`src/rtl/mips_defs.sv`:
```
// rtl/mips_defs.sv - shared MIPS opcode/funct, state and datapath select encodings
package mips_defs;

    localparam logic [5:0] OP_RTYPE = 6'b000000;
    localparam logic [5:0] OP_ORI   = 6'b001101;
    localparam logic [5:0] OP_LUI   = 6'b001111;
    localparam logic [5:0] OP_LW    = 6'b100011;
    localparam logic [5:0] OP_SW    = 6'b101011;
    localparam logic [5:0] OP_BEQ   = 6'b000100;
    localparam logic [5:0] OP_J     = 6'b000010;
    localparam logic [5:0] OP_JAL   = 6'b000011;

    localparam logic [5:0] FN_ADDU  = 6'b100001;
    localparam logic [5:0] FN_SUBU  = 6'b100011;
    localparam logic [5:0] FN_JR    = 6'b001000;
    localparam logic [5:0] FN_NOP   = 6'b000000;

    typedef enum logic [3:0] {
        ST_FETCH   = 4'd0,
        ST_DECODE  = 4'd1,
        ST_EXE_R   = 4'd2,
        ST_EXE_I   = 4'd3,
        ST_MEM_ADR = 4'd4,
        ST_MEM_RD  = 4'd5,
        ST_MEM_WR  = 4'd6,
        ST_WB_ALU  = 4'd7,
        ST_WB_MEM  = 4'd8,
        ST_BRANCH  = 4'd9,
        ST_JUMP    = 4'd10,
        ST_HALT    = 4'd11
    } state_t;

    localparam logic [2:0] ALU_ADDU = 3'd0;
    localparam logic [2:0] ALU_SUBU = 3'd1;
    localparam logic [2:0] ALU_OR   = 3'd2;
    localparam logic [2:0] ALU_EQ   = 3'd3;

    localparam logic [2:0] EXT_ZERO = 3'd0;
    localparam logic [2:0] EXT_SIGN = 3'd1;
    localparam logic [2:0] EXT_LUI  = 3'd2;
    localparam logic [2:0] EXT_BR   = 3'd3;
    localparam logic [2:0] EXT_JMP  = 3'd4;

    localparam logic [1:0] PC_PLUS4  = 2'd0;
    localparam logic [1:0] PC_BRANCH = 2'd1;
    localparam logic [1:0] PC_JUMP   = 2'd2;
    localparam logic [1:0] PC_RS     = 2'd3;

    localparam logic [1:0] WG_RT = 2'd0;
    localparam logic [1:0] WG_RD = 2'd1;
    localparam logic [1:0] WG_RA = 2'd2;

    localparam logic [1:0] WD_ALU = 2'd0;
    localparam logic [1:0] WD_DM  = 2'd1;
    localparam logic [1:0] WD_PC4 = 2'd2;
    localparam logic [1:0] WD_EXT = 2'd3;

    // Exactly one bit is set for any opcode/funct pair.
    typedef struct packed {
        logic rtype_add;
        logic rtype_sub;
        logic jr;
        logic ori;
        logic lui;
        logic lw;
        logic sw;
        logic beq;
        logic j;
        logic jal;
        logic nop;
        logic illegal;
    } inst_class_t;

endpackage

```
`src/rtl/mc_decode.sv`:
```
// rtl/mc_decode.sv - opcode/funct to one-hot instruction class
module mc_decode
    import mips_defs::*;
(
    input  logic [5:0]  opcode,
    input  logic [5:0]  funct,
    output logic [11:0] cls
);

    inst_class_t c;

    // Classify the instruction; anything not recognised is illegal.
    always_comb begin
        c = '0;
        case (opcode)
            OP_RTYPE: begin
                case (funct)
                    FN_ADDU: c.rtype_add = 1'b1;
                    FN_SUBU: c.rtype_sub = 1'b1;
                    FN_JR:   c.jr        = 1'b1;
                    FN_NOP:  c.nop       = 1'b1;
                    default: c.illegal   = 1'b1;
                endcase
            end
            OP_ORI:  c.ori     = 1'b1;
            OP_LUI:  c.lui     = 1'b1;
            OP_LW:   c.lw      = 1'b1;
            OP_SW:   c.sw      = 1'b1;
            OP_BEQ:  c.beq     = 1'b1;
            OP_J:    c.j       = 1'b1;
            OP_JAL:  c.jal     = 1'b1;
            default: c.illegal = 1'b1;
        endcase
    end

    assign cls = c;

endmodule

```
`src/rtl/mc_ctrl.sv`:
```
// rtl/mc_ctrl.sv - multi-cycle MIPS control FSM with DM request/ack handshake
module mc_ctrl
    import mips_defs::*;
#(
    parameter int MEM_TIMEOUT = 16
)
(
    input  logic       clk,
    input  logic       reset,
    input  logic [5:0] opcode,
    input  logic [5:0] funct,
    input  logic       cmp,
    input  logic       mem_ack,
    output logic       pc_wr,
    output logic       ir_wr,
    output logic       rf_we,
    output logic       mem_req,
    output logic       mem_we,
    output logic [2:0] alu_op,
    output logic       alu_b_sel,
    output logic [2:0] ext_op,
    output logic [1:0] pc_sel,
    output logic [1:0] wg_sel,
    output logic [1:0] wd_sel,
    output logic [3:0] state,
    output logic       err
);

    localparam int CNT_W = $clog2(MEM_TIMEOUT + 1);
    localparam logic [CNT_W-1:0] CNT_LAST = CNT_W'(MEM_TIMEOUT - 1);

    state_t          st;
    logic [11:0]     dec_bits;
    inst_class_t     cls_now;
    logic [CNT_W-1:0] wait_cnt;
    logic            err_q;

    // Instruction class latched in DECODE; only the bits later states need.
    logic q_rtype;
    logic q_sub;
    logic q_ori;
    logic q_lui;
    logic q_sw;
    logic q_jr;
    logic q_jal;

    mc_decode u_decode (
        .opcode (opcode),
        .funct  (funct),
        .cls    (dec_bits)
    );

    assign cls_now = inst_class_t'(dec_bits);

    // State sequencing, instruction latch, DM wait counter and sticky error.
    always_ff @(posedge clk or negedge reset) begin
        if (!reset) begin
            st       <= ST_FETCH;
            wait_cnt <= '0;
            err_q    <= 1'b0;
            q_rtype  <= 1'b0;
            q_sub    <= 1'b0;
            q_ori    <= 1'b0;
            q_lui    <= 1'b0;
            q_sw     <= 1'b0;
            q_jr     <= 1'b0;
            q_jal    <= 1'b0;
        end else begin
            case (st)
                ST_FETCH: st <= ST_DECODE;
                ST_DECODE: begin
                    q_rtype <= cls_now.rtype_add | cls_now.rtype_sub;
                    q_sub   <= cls_now.rtype_sub;
                    q_ori   <= cls_now.ori;
                    q_lui   <= cls_now.lui;
                    q_sw    <= cls_now.sw;
                    q_jr    <= cls_now.jr;
                    q_jal   <= cls_now.jal;
                    if (cls_now.rtype_add || cls_now.rtype_sub) begin
                        st <= ST_EXE_R;
                    end else if (cls_now.jr || cls_now.j || cls_now.jal) begin
                        st <= ST_JUMP;
                    end else if (cls_now.ori || cls_now.lui) begin
                        st <= ST_EXE_I;
                    end else if (cls_now.lw || cls_now.sw) begin
                        st <= ST_MEM_ADR;
                    end else if (cls_now.beq) begin
                        st <= ST_BRANCH;
                    end else if (cls_now.nop) begin
                        st <= ST_FETCH;
                    end else if (cls_now.illegal) begin
                        st    <= ST_HALT;
                        err_q <= 1'b1;
                    end else begin
                        st    <= ST_HALT;
                        err_q <= 1'b1;
                    end
                end
                ST_EXE_R, ST_EXE_I: st <= ST_WB_ALU;
                ST_MEM_ADR: st <= q_sw ? ST_MEM_WR : ST_MEM_RD;
                ST_MEM_RD, ST_MEM_WR: begin
                    // An ack on the final allowed cycle still completes the access.
                    if (mem_ack) begin
                        wait_cnt <= '0;
                        st       <= (st == ST_MEM_RD) ? ST_WB_MEM : ST_FETCH;
                    end else if (wait_cnt == CNT_LAST) begin
                        wait_cnt <= '0;
                        st       <= ST_HALT;
                        err_q    <= 1'b1;
                    end else begin
                        wait_cnt <= wait_cnt + 1'b1;
                    end
                end
                ST_WB_ALU, ST_WB_MEM, ST_BRANCH, ST_JUMP: st <= ST_FETCH;
                ST_HALT: st <= ST_HALT;
                default: begin
                    st    <= ST_HALT;
                    err_q <= 1'b1;
                end
            endcase
        end
    end

    // Moore output decode; forced idle while reset is held so mem_req drops at once.
    always_comb begin
        pc_wr     = 1'b0;
        ir_wr     = 1'b0;
        rf_we     = 1'b0;
        mem_req   = 1'b0;
        mem_we    = 1'b0;
        alu_op    = ALU_ADDU;
        alu_b_sel = 1'b0;
        ext_op    = EXT_ZERO;
        pc_sel    = PC_PLUS4;
        wg_sel    = WG_RT;
        wd_sel    = WD_ALU;
        if (reset) begin
            case (st)
                ST_FETCH: begin
                    ir_wr  = 1'b1;
                    pc_wr  = 1'b1;
                    pc_sel = PC_PLUS4;
                end
                ST_EXE_R, ST_EXE_I, ST_WB_ALU: begin
                    // Execute selects are held into writeback so lui can route EXT.
                    if (q_sub) begin
                        alu_op = ALU_SUBU;
                    end else if (q_ori) begin
                        alu_op    = ALU_OR;
                        alu_b_sel = 1'b1;
                        ext_op    = EXT_ZERO;
                    end else if (q_lui) begin
                        ext_op = EXT_LUI;
                    end
                    if (st == ST_WB_ALU) begin
                        rf_we = 1'b1;
                        if (q_rtype) begin
                            wg_sel = WG_RD;
                        end
                        if (q_lui) begin
                            wd_sel = WD_EXT;
                        end
                    end
                end
                ST_MEM_ADR, ST_MEM_RD, ST_MEM_WR: begin
                    alu_op    = ALU_ADDU;
                    alu_b_sel = 1'b1;
                    ext_op    = EXT_SIGN;
                    mem_req   = (st != ST_MEM_ADR);
                    mem_we    = (st == ST_MEM_WR);
                end
                ST_WB_MEM: begin
                    rf_we  = 1'b1;
                    wg_sel = WG_RT;
                    wd_sel = WD_DM;
                end
                ST_BRANCH: begin
                    alu_op = ALU_EQ;
                    ext_op = EXT_BR;
                    pc_sel = PC_BRANCH;
                    pc_wr  = cmp;
                end
                ST_JUMP: begin
                    pc_wr = 1'b1;
                    if (q_jr) begin
                        pc_sel = PC_RS;
                    end else begin
                        pc_sel = PC_JUMP;
                        ext_op = EXT_JMP;
                        if (q_jal) begin
                            rf_we  = 1'b1;
                            wg_sel = WG_RA;
                            wd_sel = WD_PC4;
                        end
                    end
                end
                default: ;
            endcase
        end
    end

    assign state = st;
    assign err   = err_q;

endmodule

```
`config.mk`:
```
export PLATFORM = sky130hd
export DESIGN_NAME = mc_ctrl
export DESIGN_NICKNAME = d
export VERILOG_FILES = /design/src/rtl/mips_defs.sv /design/src/rtl/mc_decode.sv /design/src/rtl/mc_ctrl.sv
export SDC_FILE = /design/constraint.sdc
export NUM_CORES = 1
export LEC_CHECK = 0
export ABC_AREA = 1
export BUFFER_PORTS_ARGS = -buffer_cell sky130_fd_sc_hd__buf_2
export CAP_MARGIN = 25
export CORE_ASPECT_RATIO = 1.4
export CORE_MARGIN = 4
export CORE_UTILIZATION = 37
export DETAILED_ROUTE_END_ITERATION = 6
export HOLD_SLACK_MARGIN = 0.02
export PLACE_DENSITY = 0.59
export REMOVE_ABC_BUFFERS = 1
export SKIP_CTS_REPAIR_TIMING = 1
export SKIP_LAST_GASP = 1
export SYNTH_ARGS = -nofsm -noshare
export SYNTH_HDL_FRONTEND = slang
export SYNTH_SLANG_ARGS = --single-unit
```
`constraint.sdc`:
```
create_clock -name clk -period 2.6 [get_ports clk]
set_input_delay 0.26 -clock clk [delete_from_list [all_inputs] [get_ports clk]]
set_output_delay 0.26 -clock clk [all_outputs]
set_load 0.05 [all_outputs]
```
==> impl_metrics.py <==
metrics = {
    "pwr": {
        "p_int_mw": 0.386,
        "combinationalPowerShare": 0.089,
        "peakVddDrop_mv": 0.147,
        "powerDensity_nw_per_um2": 320,
        "p_leak_nw": 0.851,
        "clock_power_share": 0.384,
        "seq_power_share": 0.528,
        "switching_share": 0.230,
        "p_sw_mw": 0.115,
        "total_power_mw": 0.501,
    },
    "setup_path": {
        "critPathMaxFanout": 17,
        "cpLargestDelayFamily": "buffers and inverters",
        "crit_required_ps": 2340,
        "r2r_start": "state[3]$_DFFE_PN0P_",
        "critPathBufInv": 4,
        "rr_endpoint": "state[3]$_DFFE_PN0P_",
        "critical_path.max_stage_delay_ps": 530,
        "crit_chain": "dlygate4sd3_1 -> buf_2 -> clkinv_1 -> nor3_1 -> buf_2",
        "startpoint": "reset",
        "path_depth": 5,
        "setup.worst_path.start_class": "input port",
        "cp_common_cell": "buf_2",
        "r2r_slack_ps": 1130,
        "cp-endpoint": "wg_sel[0]",
        "cp-end-kind": "output pin",
        "reg2regPathDepth": 7,
        "cp.arrival_ps": 1880,
        "worstSetupPathType": "in2out",
        "critPathSlowestCell": "dlygate4sd3_1",
    },
    "timing": {
        "fmaxAchievable_ghz": 0.467,
        "final.setup_skew_ps": 4.75,
        "setup_slack_ps": 461,
        "setup_violations": 0,
        "holdWs_ps": 237,
        "timing.final.hold_violations": 0,
        "period_needed_ps": 2140,
        "rsz0062_at_grt": "false",
        "setup_tns_ps": 0,
        "min_period_over_period": 0.823,
        "drv_slew": 0,
    },
    "logic_synthesis": {
        "synth-compound-area-share": 0.168,
        "synth.area.mux_share": 0,
        "synth_cell_types": 35,
        "ys_warn_count": 0,
        "seq_area_frac_synth": 0.330,
        "synth_simple_gate_area_frac": 0.354,
        "syn-mean-instance-area_um2": 6.64,
        "synth_top_family_by_area": "simple AND/OR/NAND/NOR gates",
        "synth_seq_cells": 17,
        "netlist_area_um2": 1290,
        "synth_ff_type": "dfrtp_1",
        "syn_inst": 194,
        "synthAdderAreaFrac": 0.00972,
        "async_reset_ff_frac": 1.00,
        "synth-edff-count": 0,
        "synth-xor-area-share": 0.0136,
    },
    "cts": {
        "htreeDepth": 1,
        "cts.clk_slew.worst_paths_ps": 60,
        "root_buffer": "clkbuf_8",
        "clock_latency_ps": 250,
        "cts_sinks": 17,
        "clockBufferDepth": 2,
        "cts_buffers": 3,
        "cts_tree": "yes",
    },
    "global_routing": {
        "grt_first_pass_wirelength_um": 5530,
        "grt_max_degree": 18,
        "grt_pass1_vias": 1323,
        "track_usage": 0.152,
        "antenna_found_initial": 0,
        "grt-ovfl-total": 0,
    },
    "final_layout": {
        "layoutNonFillerInstCount": 274,
        "finish.utilization": 0.464,
        "final_cell_mix": "nand2_1, buf_2, nor2_1",
        "post-route-cell-area_um2": 1570,
        "syn_to_final_growth_pct": 21.8,
        "diodes": 0,
        "drive_above_1_share": 0.265,
        "nNetsFinal": 252,
    },
    "floorplan": {
        "io_pins": 39,
        "rows": 25,
        "die_y_um": 77.8,
        "initial_core_util": 0.381,
        "dieArea_um2": 4500,
        "coreArea_um2": 3380,
        "dieWidth_um": 57.9,
    },
    "routing": {
        "wl_per_cell_um": 11.2,
        "ant_nets": 0,
        "drt-total-wl_um": 3080,
        "viasPerCell": 4.86,
        "drt_iter0_markers": 53,
        "drc": 0,
        "num_vias": 1333,
        "firstDrtPassIters": 4,
    },
    "placed_design": {
        "dp_slack_ps": 889,
        "gp_congestion": 0.826,
        "dpl_cell_area_um2": 1510,
        "dp_hpwl_um": 2590,
        "dp.cells": 269,
        "io_buffers": 37,
    },
    "hold_path": {
        "worstHoldPathType": "in2reg",
    },
    "run_status": {
        "status": "complete, no violations",
    },
    "flow_run": {
        "cap_violations": 0,
    },
}
-- synth_stat cells, types with 2 or more instances --
master,n,area share
nor3_1,4,0.016
o22ai_1,2,0.0097
nand3_1,17,0.066
buf_4,2,0.012
a21oi_1,15,0.058
dfrtp_1,17,0.33
o21ai_0,7,0.027
nor2_1,29,0.085
inv_2,8,0.023
nand2_2,2,0.0097
nand2_1,37,0.11
nor2_4,4,0.035
o21ai_1,3,0.012
inv_1,26,0.076
-- layout make-up --
type                            count  area (µm²)
Fill cell                         388        1810
Multi-Input combinational cell    138         706
Sequential cell                    17         425
Timing Repair Buffer               39         203
Inverter                           36         138
Tap cell                           40        50.0
Clock buffer                        3        41.3
Clock inverter                      1        5.00
-- power by group through the flow --
stage	combinational, mW	clock [mW]	sequential [mW]
2_1_floorplan	0.0178	0	0.269
3_3_place_gp	0.0433	0	0.269
3_5_place_dp	0.0439	0	0.269
4_1_cts	0.0437	0.199	0.264
5_1_grt	0.0517	0.212	0.264
6_report	0.0443	0.192	0.264
-- state kept, by name, summed over array words and instances, names as in the netlist --
register	count
q_jr	1
err	1
q_rtype	1
q_ori	1
q_sw	1
wait_cnt	5
q_sub	1
state	4
q_jal	1
q_lui	1
-- logic make-up (layout without fill, tap and decap cells) --
| kind of cell | Yosys count | after routing |
|---|---|---|
| other | 1 | 1 |
| adders and majority gates | 1 | 1 |
| xor gates and xnor gates | 2 | 2 |
| AOI/OAI and AO/OA | 36 | 36 |
| buffers and inverters | 39 | 79 |
| DFF | 17 | 17 |
| and+or+nand+nor | 98 | 98 |
-- metal layers --
metal | track usage | routed length, µm | vias to the layer above
met5 | 0 | 0 | -
met4 | 0.0673 | 47 | 0
met3 | 0.0166 | 143 | 6
met2 | 0.258 | 1540 | 33
met1 | 0.189 | 1340 | 594
li1 | - | - | 700
-- worst min path at each step --
stage	startpoint	to	slack [ps]	cells past startpoint
6_report	opcode[1]	q_ori$_DFFE_PN0P_	240	2
5_1_grt	opcode[1]	q_ori$_DFFE_PN0P_	250	2
4_1_cts	reset	state[0]$_DFFE_PN0P_	-20	2
3_5_place_dp	reset	q_ori$_DFFE_PN0P_	250	2
3_3_place_gp	reset	q_ori$_DFFE_PN0P_	240	2
2_1_floorplan	reset	err$_DFFE_PN0P_	-40	0
Power figures use the tool's default switching activity.
